`src/rtl/if_fetch_stage.sv`:
```
// ============================================================================
// if_fetch_stage : PC / next-PC selection, IF/ID register, run/step/halt FSM
// Revision 1.0
// ============================================================================
`default_nettype none

module if_fetch_stage #(
    parameter int                    ADDR_WIDTH  = 32,
    parameter logic [ADDR_WIDTH-1:0] RESET_PC    = '0,
    parameter logic [5:0]            HALT_OPCODE = 6'b111111
) (
    input  logic                  clock,
    input  logic                  reset,
    input  logic                  PC_sel,
    input  logic [ADDR_WIDTH-1:0] branch_addr,
    input  logic                  jump_sel,
    input  logic [ADDR_WIDTH-1:0] jump_addr,
    input  logic                  stall,
    input  logic                  dbg_run,
    input  logic                  dbg_step,
    output logic [ADDR_WIDTH-1:0] imem_addr,
    input  logic [31:0]           imem_data,
    output logic [31:0]           IF_ID_instr,
    output logic [ADDR_WIDTH-1:0] IF_ID_pc_plus4,
    output logic                  IF_ID_valid,
    output logic                  halted
);

    localparam logic [1:0] c_ST_IDLE = 2'd0;
    localparam logic [1:0] c_ST_RUN  = 2'd1;
    localparam logic [1:0] c_ST_STEP = 2'd2;
    localparam logic [1:0] c_ST_DONE = 2'd3;

    localparam logic [ADDR_WIDTH-1:0] c_FOUR = ADDR_WIDTH'(4);

    logic [1:0]            r_state;
    logic [1:0]            w_state_next;
    logic [ADDR_WIDTH-1:0] r_pc;
    logic [ADDR_WIDTH-1:0] w_pc_plus4;
    logic [ADDR_WIDTH-1:0] w_next_pc;
    logic                  w_active;
    logic                  w_adv;
    logic                  w_redirect;
    logic                  w_halt_hit;
    logic [31:0]           r_instr;
    logic [ADDR_WIDTH-1:0] r_pc_plus4;
    logic                  r_valid;
    logic                  r_halted;

    assign w_active   = (r_state == c_ST_RUN) || (r_state == c_ST_STEP);
    assign w_adv      = w_active && !stall;
    assign w_redirect = jump_sel || PC_sel;
    assign w_halt_hit = w_adv && (imem_data[31:26] == HALT_OPCODE);
    assign w_pc_plus4 = r_pc + c_FOUR;

    always_comb begin
        w_next_pc = w_pc_plus4;
        if (!w_active || stall) begin
            w_next_pc = r_pc;
        end else if (jump_sel) begin
            w_next_pc = jump_addr;
        end else if (PC_sel) begin
            w_next_pc = branch_addr;
        end
    end

    // The RAM registers this address, so imem_data always matches r_pc.
    assign imem_addr = w_next_pc;

    always_comb begin
        w_state_next = r_state;
        case (r_state)
            c_ST_IDLE: begin
                if (dbg_run) begin
                    w_state_next = c_ST_RUN;
                end else if (dbg_step) begin
                    w_state_next = c_ST_STEP;
                end
            end
            c_ST_RUN: begin
                if (w_halt_hit) begin
                    w_state_next = c_ST_DONE;
                end else if (!dbg_run) begin
                    w_state_next = c_ST_IDLE;
                end
            end
            c_ST_STEP: begin
                w_state_next = w_halt_hit ? c_ST_DONE : c_ST_IDLE;
            end
            default: begin
                w_state_next = c_ST_DONE;
            end
        endcase
    end

    always_ff @(posedge clock or negedge reset) begin
        if (!reset) begin
            r_state  <= c_ST_IDLE;
            r_halted <= 1'b1;
            r_pc     <= RESET_PC;
        end else begin
            r_state  <= w_state_next;
            r_halted <= (w_state_next == c_ST_IDLE) || (w_state_next == c_ST_DONE);
            r_pc     <= w_next_pc;
        end
    end

    // Redirect flushes the wrong-path word; idle cycles insert bubbles but keep pc_plus4.
    always_ff @(posedge clock or negedge reset) begin
        if (!reset) begin
            r_instr    <= '0;
            r_pc_plus4 <= '0;
            r_valid    <= 1'b0;
        end else if (w_adv && w_redirect) begin
            r_instr    <= '0;
            r_pc_plus4 <= '0;
            r_valid    <= 1'b0;
        end else if (w_adv) begin
            r_instr    <= imem_data;
            r_pc_plus4 <= w_pc_plus4;
            r_valid    <= 1'b1;
        end else if (!stall) begin
            r_instr    <= '0;
            r_valid    <= 1'b0;
        end
    end

    assign IF_ID_instr    = r_instr;
    assign IF_ID_pc_plus4 = r_pc_plus4;
    assign IF_ID_valid    = r_valid;
    assign halted         = r_halted;

endmodule

`default_nettype wire

```
`config.mk`:
```
export PLATFORM = sky130hd
export DESIGN_NAME = if_fetch_stage
export DESIGN_NICKNAME = d
export VERILOG_FILES = /design/src/rtl/if_fetch_stage.sv
export SDC_FILE = /design/constraint.sdc
export NUM_CORES = 1
export LEC_CHECK = 0
export CELL_PAD_IN_SITES_DETAIL_PLACEMENT = 1
export CELL_PAD_IN_SITES_GLOBAL_PLACEMENT = 2
export CORE_AREA = 2 2 123 173
export DETAILED_ROUTE_END_ITERATION = 12
export DIE_AREA = 0 0 125 175
export HOLD_SLACK_MARGIN = 0.06
export PLACE_DENSITY = 0.79
export SYNTH_ARGS = -nofsm -noshare
export SYNTH_HDL_FRONTEND = slang
export SYNTH_SLANG_ARGS = --single-unit
```
`constraint.sdc`:
```
create_clock -name clock -period 3.54 [get_ports clock]
set_input_delay 0.531 -clock clock [delete_from_list [all_inputs] [get_ports clock]]
set_output_delay 0.531 -clock clock [all_outputs]
set_load 0.02 [all_outputs]
```
==> flow_summary.toml <==
[die]
initial_core_util_pct = 24.5
rows = 62
die_x_um = 125
die-area_sq_mm = 0.0219
core_area_sq_mm = 0.0203
num_io_pins = 201
fp.dieH_um = 175

[clocking]
cts_sinks = 100
cts_buffers = 9
ctsLongestPathBuffers = 2
insertion_delay_ns = 0.35
path_clk_slew_ns = 0.07
cts_tree = "yes"
cts_htree_levels = 3
cts-root-buf = "clkbuf_16"

[grt]
grt_usage_pct = 17.7
grt_overflow = 0
grt_pass1_vias = 5442
grt_pass1_wl_um = 30500
antenna_found_initial = 0
grt_start_max_net_pins = 64

[logic_synthesis]
avgSynthCellArea_sq_um = 9.60
synth_cells = 519
synth-main-ff-cell = "dfrtp_1"
synth_top_family_by_area = "compound AO/OA/AOI/OAI gates"
async_reset_ff_share_pct = 100
synth_area_sq_mm = 0.00498
synth-compound-area-share_pct = 23.7
syn_nets = 627
ys_warn_count = 0
synth_cell_types = 47
synth_xor_area_share_pct = 4.22
muxShareOfSynthArea_pct = 0.402
synth_seq_cells = 100
synth-edff-count = 0
synthSimpleGateAreaFrac_pct = 16.4
ys_seq_area_share_pct = 50.2
synthAdderAreaFrac_pct = 1.26

[drt]
vias = 4957
drtIter0Drc = 240
dr.pass1.iters = 5
drc = 0
wl_per_cell_um = 19.7
routed_wirelength_um = 19400
final_antenna_net_count = 0
routed_via_density = 5.02

[critical_path]
critPathBufInv = 2
crit_path_cell_trace = "ha_1 -> nand3_2 -> nor2_1 -> buf_4 -> nand2_1 -> or3_1 -> nand3_1 -> clkdlybuf4s50_1"
critPathMaxStageDelay_ns = 0.65
worst_r2r_path_depth = 7
worst_setup_path_start_kind = "flip-flop"
worstSetupPathType = "flip-flop to primary output"
worstSetupPathDepth = 8
cp_max_fo = 7
end_kind = "primary output"
crit_family = "simple AND/OR/NAND/NOR gates"
critPathSlowestCell = "clkdlybuf4s50_1"
critPathRequiredTime_ns = 3.01
critPathArrivalTime_ns = 2.95

[hold_path]
hold_path.class = "input port to async pin"

[placement]
portBuffers = 200
dp_slack_ns = 0.0527
place_congestion = 0.792
placed_cell_area_sq_mm = 0.00747
dp.cells = 969
hpwl_um = 14600

[timing]
period_minus_slack_ns = 3.48
slew_violations = 0
period_share_pct = 98.4
fin_ws_ns = 0.0583
clock_skew_ns = 0.00828
hold_viol = 0
rsz0062_at_grt = "true"
max_slew_margin_pct = 36.4
fmax_mhz = 287
tightest_slew_ns = 0.952
setup-violations-final = 0

[flow_run]
maxCapViolations = 0

[final_layout]
drive_gt1_share_pct = 9.43
nNetsFinal = 835
area_growth_pct = 57.2
finalNonFillerCells = 988
fin_area_sq_mm = 0.00784
fin_util_pct = 38.6
nFillCells = 2301
diodes = 0

[pwr]
total_power_uw = 5940
cellPowerDensity_mw_per_mm2 = 758
ir_drop_v = 0.000333
power.leakage_uw = 0.00325

[status]
status = "finished clean"
==> cell type report <==
cell class	instances	area, sq um	area share, %
Sequential cell	100	2500	31.9
Timing Repair Buffer	235	2340	29.8
Multi-Input combinational cell	369	2330	29.8
Tap cell	256	320	4.09
Clock buffer	10	229	2.92
Clock inverter	6	70.1	0.894
Inverter	12	45.0	0.575
==> placed cells by master (no fill, tap or decap), types with 7 or more instances in the layout <==
| cell | Yosys | routed |
|---|---|---|
| buf_4 | 1 | 30 |
| a21oi_1 | 17 | 17 |
| nor2_1 | 28 | 27 |
| a222oi_1 | 7 | 7 |
| a22o_1 | 39 | 39 |
| nor3_1 | 12 | 11 |
| dfrtp_1 | 99 | 99 |
| a22oi_1 | 12 | 12 |
| clkdlybuf4s50_1 | 0 | 187 |
| dlymetal6s2s_1 | 0 | 8 |
| o31ai_1 | 8 | 8 |
| nand3_1 | 27 | 26 |
| nand4_1 | 10 | 10 |
| o21ai_0 | 54 | 54 |
| inv_1 | 12 | 12 |
| clkbuf_16 | 0 | 9 |
| xnor2_1 | 19 | 19 |
| nand2_1 | 61 | 61 |
==> path summary, 6_finish.rpt <==
| kind | end | slack [ns] | start |
|---|---|---|---|
| worst max-delay path | imem_addr[20] | 0.06 | r_pc[2] |
| worst min-delay path | IF_ID_instr[9] | 0.29 | reset |
| worst max register to register | IF_ID_pc_plus4[22] | 1.04 | r_state[1] |
| worst min register to register | IF_ID_pc_plus4[29] | 0.48 | IF_ID_pc_plus4[29] |
| max in group asynchronous | halted | 2.48 | reset |
| min in group clock | IF_ID_pc_plus4[29] | 0.48 | IF_ID_pc_plus4[29] |
==> logic make-up (layout without fill, tap and decap cells) <==
kind of cell               after synthesis  in the layout
xor gates and xnor gates                24             24
AOI/OAI and AO/OA                      169            169
DFF                                    100            100
muxes                                    2              2
buffers and inverters                   50            263
adders and majority gates                5              5
and+or+nand+nor                        169            169
==> cell usage after synthesis, types with 4 or more instances <==
master    number  area [sq um]
dfrtp_1       99          2480
nand2_1       61           229
o21ai_0       54           270
a22o_1        39           342
clkbuf_1      29           109
nor2_1        28           105
nand3_1       27           135
xnor2_1       19           166
a21oi_1       17          85.1
a22oi_1       12          90.1
inv_1         12          45.0
nor3_1        12          60.1
nand4_1       10          62.6
o31ai_1        8          60.1
a222oi_1       7          70.1
buf_1          7          26.3
nor2b_1        6          37.5
a221oi_1       5          43.8
ha_1           5          62.6
nor4_1         5          31.3
xor2_1         5          43.8
a31oi_1        4          25.0
o22ai_1        4          25.0
or3_1          4          25.0
==> routing by layer <==
layer | part of all wire [%] | GRT usage [%] | routed length (um)
met4 | 1.7 | 4.63 | 321
met5 | 0 | 0 | 0
met3 | 4.7 | 3.61 | 906
met2 | 53 | 32.4 | 10200
met1 | 41 | 21.1 | 7960
==> metrics by stage <==
stage          setup TNS [ns]  hold slack (ns)
4_1_cts                     0            0.308
2_1_floorplan               0            0.235
3_5_place_dp                0            0.474
6_report                    0            0.289
5_1_grt                -0.482            0.323
3_3_place_gp                0            0.467
==> flip-flops by register name, summed over array words and instances, names as in the netlist <==
signal and count:
r_state 2, IF_ID_pc_plus4 32, IF_ID_instr 32, halted 1, r_pc 32, IF_ID_valid 1
==> worst register-to-register path, delay by kind of cell, from the launching register on <==
kind                     cells  cell delay (ns)
adder cells (fa/ha/maj)      1             0.31
buffers and inverters        2             0.38
flip-flops                   1             0.44
AND/OR/NAND/NOR              4             1.30
==> report_power, final <==
part	switching [uW]	total, uW	leakage (uW)	internal, uW
clock	470	1030	0.000148	557
sequential	382	1920	0.00131	1540
combinational	1640	2990	0.00179	1350
total	2490	5940	0.00325	3450
==> timing repair <==
action                                  4_1_cts  5_1_grt
pin swaps                                     0        1
gates cloned                                  0        0
hold buffers                                  0        0
buffers inserted                              0        3
endpoints found under the setup margin       10       18
gates resized for setup                       8       12
Note: power is estimated with default switching activity, not from simulation.
==> RTL change 1: new RTL, same settings <==
Set the parameter `ADDR_WIDTH` to 28 (it was 32).
--- a/src/rtl/if_fetch_stage.sv
+++ b/src/rtl/if_fetch_stage.sv
@@ -5,7 +5,7 @@
 `default_nettype none
 
 module if_fetch_stage #(
-    parameter int                    ADDR_WIDTH  = 32,
+    parameter int                    ADDR_WIDTH  = 28,
     parameter logic [ADDR_WIDTH-1:0] RESET_PC    = '0,
     parameter logic [5:0]            HALT_OPCODE = 6'b111111
 ) (
Ports: changed (resized IF_ID_pc_plus4, branch_addr, imem_addr and jump_addr); port bits go from 201 to 185. No check against the original RTL was run, so the function may have changed too.
==> RTL change 1 against the original RTL <==
Via count fell by 8.4%; area after synthesis fell by 7.5%; global-route usage decreased by 1.4 points; cell area decreased by 9.0%; sequential cell count is 8 lower; worst setup slack improved by 0.098 ns; total power is 9.2% lower; critical path depth decreased by 2; wire length is 7.4% lower; largest cell class unchanged.
==> RTL change 1: results (changes against the original RTL) <==
| Metric | Value |
|---|---|
| Clock root cell | clkbuf_16 |
| Setup crit end | imem_addr[19] |
| Post-Place Cells | 899 (-7.2%) |
| Flop2flop setup slack | 1.29 ns (+0.25 ns) |
| Global-route wire length before repair | 28.36 mm (-6.9%) |
| DR vias/cell | 4.967 (-1.0%) |
| HP Class | in -> async |
| CP delay by family, top | simple AND/OR/NAND/NOR gates |
| GRT Overall Usage | 16.35% (-1.4 points) |
| Post-synthesis sequential area ratio | 49.96% (-0.28 points) |
| Setup crit start | r_state[0] |
| DRT Pass-1 Iters | 7 (+2) |
| Vias | 4540 (-8.4%) |
| Synth warnings | 0 (unchanged) |
| Leading post-synthesis cells by cell area | dfrtp_1, a22o_1, nand2_1, o21ai_0, nor2_1 |
| Critical Path Max Stage Delay | 0.55 ns (-0.10 ns) |
| Final #Nets | 754 (-9.7%) |
| Worst r2r dst | r_pc[19] |
| Setup Fix Bufs, Post-CTS | 0 (unchanged) |
| Slew headroom | 32.62% (-3.7 points) |
| Routability cong. | 0.7491 (-5.4%) |
| Initial antenna violation count | 0 (unchanged) |
| Drt wl/cell | 19.68 um (+0.15%) |
| Syn Nets | 573 (-8.6%) |
| Fillers | 2348 (+2.0%) |
| Max H-tree Level | 3 (unchanged) |
| Max Clock Skew | 0.007727 ns (-0.0005492 ns) |
| Worst R2R Path Depth | 5 (-2) |
| Vias in the first global route | 4932 (-9.4%) |
| Worst VDD drop | 0.0003139 V (-5.8%) |
| Largest net degree at the start of global routing | 75 (+17%) |
| Post-synth cell types | 46 (-2.1%) |
| Synthesized instance count | 473 (-8.9%) |
| Async SR Flop Fraction | 100.0% (unchanged) |
| Hpwl dp | 13.31 mm (-8.9%) |
| Status | completed |
| # diodes | 0 (unchanged) |
| Worst-Skew Late Latency | 0.35 ns (about the same) |
| Crit path max fanout | 5 (-2) |
| Worst EP arrival | 2.85 ns (-0.10 ns) |
| Crit-path slowest cell | or4b_1 |
| Static Leakage | 2.871 nW (-12%) |
| Layout cells sized above 1 | 8.663% (-0.76 points) |
| Cts bufs inserted | 9 (unchanged) |
| Commonest cells in the netlist | dfrtp_1, nand2_1, a22o_1, nor2_1, clkbuf_1 |
| Clock buffer depth | 2 (unchanged) |
| Max reg flops | 32 |
| EDFF count, synth | 0 (unchanged) |
| PortBufs | 184 (-8.0%) |
| 1st-iter DRT viols | 163 (-32%) |
| Pwr/cell area | 755.9 mW/mm^2 (-0.24%) |
| Clock slew at reported path FFs | 0.07 ns (about the same) |
-- RTL change 1: worst min-delay path by stage --
stage / slack [ns] / to / cells after the start
2_1_floorplan: 0.24 / IF_ID_instr[0] / 0
3_3_place_gp: 0.47 / IF_ID_pc_plus4[4] / 2
3_5_place_dp: 0.47 / IF_ID_valid / 2
4_1_cts: 0.40 / r_pc[21] / 1
5_1_grt: 0.42 / r_pc[21] / 1
6_report: 0.35 / r_pc[21] / 1
-- RTL change 1: per-layer routing --
metal / vias up / share of wire, % / track usage (%)
met4: 0 / 0.83 / 3.889
met2: 108 / 53 / 30.14
li1: 2130 / - / -
met1: 2295 / 42 / 19.70
met3: 7 / 3.3 / 2.817
met5: - / 0 / 0
-- RTL change 1: area by class of cell --
cell class | instances | area share [%]
clock inverter | 6 | 0.7718
inverter | 9 | 0.4736
sequential | 92 | 32.31
tap | 256 | 4.490
timing repair buffer | 209 | 28.54
multi-input combinational | 333 | 30.26
clock buffer | 9 | 3.157
-- RTL change 1: power breakdown --
part / switching (mW) / internal, mW
Sequential: 0.397 / 1.41
Clock: 0.467 / 0.490
Combinational: 1.44 / 1.19
Total: 2.30 / 3.09
-- RTL change 1: metrics by stage --
stage / power, mW / area, um^2 / worst slack (ns) / hold slack [ns] / util [%]
2_1_floorplan: 3.145 / 4611 / 0.6903 / 0.2354 / -
3_3_place_gp: 4.480 / 6845 / 0.03030 / 0.4691 / 33.68
3_5_place_dp: 4.542 / 6845 / 0.02822 / 0.4719 / 33.68
4_1_cts: 5.474 / 7122 / 0.1002 / 0.3993 / 35.04
5_1_grt: 5.748 / 7133 / 0.002237 / 0.4203 / 35.10
6_report: 5.392 / 7133 / 0.1566 / 0.3459 / 35.10
-- RTL change 1: worst reg2reg max path, cell delays in order (launching register included) --
cell and delay, ns:
dfrtp_1 0.43, inv_1 0.11, ha_1 0.34, or4b_1 0.55
or4_1 0.55, o311ai_1 0.14
-- RTL change 1: cells by family after synthesis --
group | count (synthesis) | share of synthesized area, %
and+or+nand+nor | 163 | 16.85
AOI/OAI and AO/OA | 145 | 23.77
DFF | 92 | 49.96
buffers and inverters | 48 | 4.070
xor gates and xnor gates | 13 | 2.469
muxes | 7 | 1.520
adders and majority gates | 5 | 1.357
-- RTL change 1: what timing repair did --
action                                  4_1_cts  5_1_grt
endpoints found under the hold margin         0        0
hold buffers                                  0        0
gates resized for setup                      13        4
endpoints found under the setup margin       12        5
==> RTL change 2: new RTL, config.mk and constraints unchanged <==
Without the edit above. Reset style: synchronous (`reset`), changed in 2 clocked blocks.
--- a/src/rtl/if_fetch_stage.sv
+++ b/src/rtl/if_fetch_stage.sv
@@ -93,7 +93,7 @@
         endcase
     end
 
-    always_ff @(posedge clock or negedge reset) begin
+    always_ff @(posedge clock) begin
         if (!reset) begin
             r_state  <= c_ST_IDLE;
             r_halted <= 1'b1;
@@ -106,7 +106,7 @@
     end
 
     // Redirect flushes the wrong-path word; idle cycles insert bubbles but keep pc_plus4.
-    always_ff @(posedge clock or negedge reset) begin
+    always_ff @(posedge clock) begin
         if (!reset) begin
             r_instr    <= '0;
             r_pc_plus4 <= '0;
Behaviour: differs if reset is asserted again (counterexample within 4 cycles, from zero or initial values and one cycle with reset low); with reset held inactive, the same outputs for 4 cycles.
==> RTL change 2 against the original RTL <==
Worst setup slack better by 0.062 ns; area after synthesis is 6.2% higher; hold slack improved by 0.17 ns; sequential share of layout area is 7.3 points lower; cell area up 3.7%; wire length is 16% higher; sequential cell count is the same; critical endpoint is now imem_addr[16]; highest routed layer unchanged.
Power is not compared: it rests on default switching activity, and its combinational part moved more than twofold at a synthesized area within 25%.
==> RTL change 2: results (changes against the original RTL) <==
| Metric | Value |
|---|---|
| Status | completed |
| Overall routed net length | 22.46 mm (+16%) |
| Clock buffer depth | 2 (unchanged) |
| 1st-iter DRT viols | 373 (+55%) |
| Count leader, synth | dfxtp_1 |
| Mux cell area share after synthesis | 0.7567% (+0.35 points) |
| Post-Synth Adder-Cell Area | 1.182% (-0.073 points) |
| Clock slew at reported path FFs | 0.08 ns |
| Clock root cell | clkbuf_16 |
| DR vias/cell | 5.239 (+4.4%) |
| Setup-failing EPs final | 0 (unchanged) |
| Xor/xnor share of the synthesized area | 4.635% (+0.42 points) |
| Post-synthesis sequential area ratio | 37.83% (-12 points) |
| Cts bufs inserted | 9 (unchanged) |
| Commonest cells in the netlist | dfxtp_1, nor2_1, o21ai_0, a21oi_1, nand2_1 |
| Initial antenna violation count | 0 (unchanged) |
| Hold WS | 0.4618 ns (+0.1724 ns) |
| Max Clock Skew | 0.01079 ns (+0.002514 ns) |
| Global-route wire length before repair | 34.64 mm (+14%) |
| HP Class | reg -> reg |
| Internal power | 2.150 mW |
| Hpwl dp | 17.30 mm (+18%) |
| Final #Nets | 951 (+14%) |
| Vias in the first global route | 6110 (+12%) |
| Fillers | 2380 (+3.4%) |
| Worst r2r dst | IF_ID_instr[7] |
| Routability cong. | 0.8845 (+12%) |
| Pre-CTS WS | -0.08160 ns (-0.1343 ns) |
| FF-to-FF Start | r_state[0] |
| Post-DP Area | 0.007732 mm^2 (+3.5%) |
| Min Tclk post-route | 3.419 ns (-0.06231 ns) |
| Post-synth cell types | 69 (+47%) |
| Syn Nets | 749 (+19%) |
| Max H-tree Level | 3 (unchanged) |
| Layout cells sized above 1 | 11.91% (+2.5 points) |
| GRT Overall Usage | 20.06% (+2.3 points) |
| Hold Path End | IF_ID_pc_plus4[0] |
| Setup crit end | imem_addr[16] |
| Worst R2R Path Depth | 9 (+2) |
| Hold path depth | 2 |
| Crit path max fanout | 22 (+15) |
| Slew headroom | 63.71% (+27 points) |
| Async SR Flop Fraction | 0% (-100 points) |
| Synth Area in Compound Gates | 26.32% (+2.7 points) |
| Setup crit start | stall |
| Worst EP arrival | 2.89 ns (-0.06 ns) |
| Leading post-synthesis cells by cell area | dfxtp_1, a22oi_1, nor2_1, o21ai_0, a21oi_1 |
| Largest net degree at the start of global routing | 40 (-38%) |
| DRT Pass-1 Iters | 5 (unchanged) |
| Flop2flop setup slack | 0.91 ns (-0.13 ns) |
| Comb. pwr | 0.899 mW |
[RTL change 2: cell types whose count changed in the layout (fill, tap and decap cells not counted), sizes merged, moves of 8 or more]
cell	unedited run	this run
dfxtp	0	100
dfrtp	99	0
nor2	28	70
a22o	39	4
a21oi	17	44
a22oi	12	39
and2	3	24
nand2	61	44
a211oi	0	12
buf	37	48
and3	0	9
nand3	27	19
nor4	5	13
[RTL change 2: repair_timing]
item                       in CTS  in global routing
cloned                          0                  0
setup endpoints to repair      10                 15
buffers inserted                0                  2
pin swaps                       0                  0
resized for setup               6                 20
[RTL change 2: area by class of cell]
cell class | count | area (um^2) | area share [%]
Multi-Input combinational cell | 471 | 3007 | 37.00
Timing Repair Buffer | 248 | 2434 | 29.95
Sequential cell | 100 | 2006 | 24.68
Tap cell | 256 | 320.3 | 3.941
Clock buffer | 9 | 225.2 | 2.771
Clock inverter | 7 | 86.33 | 1.062
Inverter | 13 | 48.80 | 0.6005
[RTL change 2: per-stage QoR]
| step | power, mW | instances | TNS [ns] |
|---|---|---|---|
| finish | 3.231 | 1104 | 0 |
| global route | 3.389 | 1104 | -0.0009674 |
| CTS | 3.267 | 1102 | 0 |
| detailed placement | 2.212 | 1086 | -0.3277 |
| global placement | 2.192 | 1086 | -0.1484 |
| floorplan | 1.731 | 641 | 0 |
[RTL change 2: layer usage]
metal	part of all wire, %	GRT usage, %	wire length, um	up-vias
met1	42	24.30	9414	2840
met5	0	0	0	-
li1	-	-	-	2758
met4	2.0	6.852	440	0
met2	51	35.33	11460	165
met3	5.1	3.980	1143	21
[RTL change 2: worst max-delay path, cell delays in order]
cell and delay (ns):
clkdlybuf4s50_1 0.52, buf_4 0.23, nand2b_1 0.20, buf_12 0.18, nor2_2 0.24, o211ai_1 0.17
nand3_1 0.17, clkdlybuf4s50_1 0.63
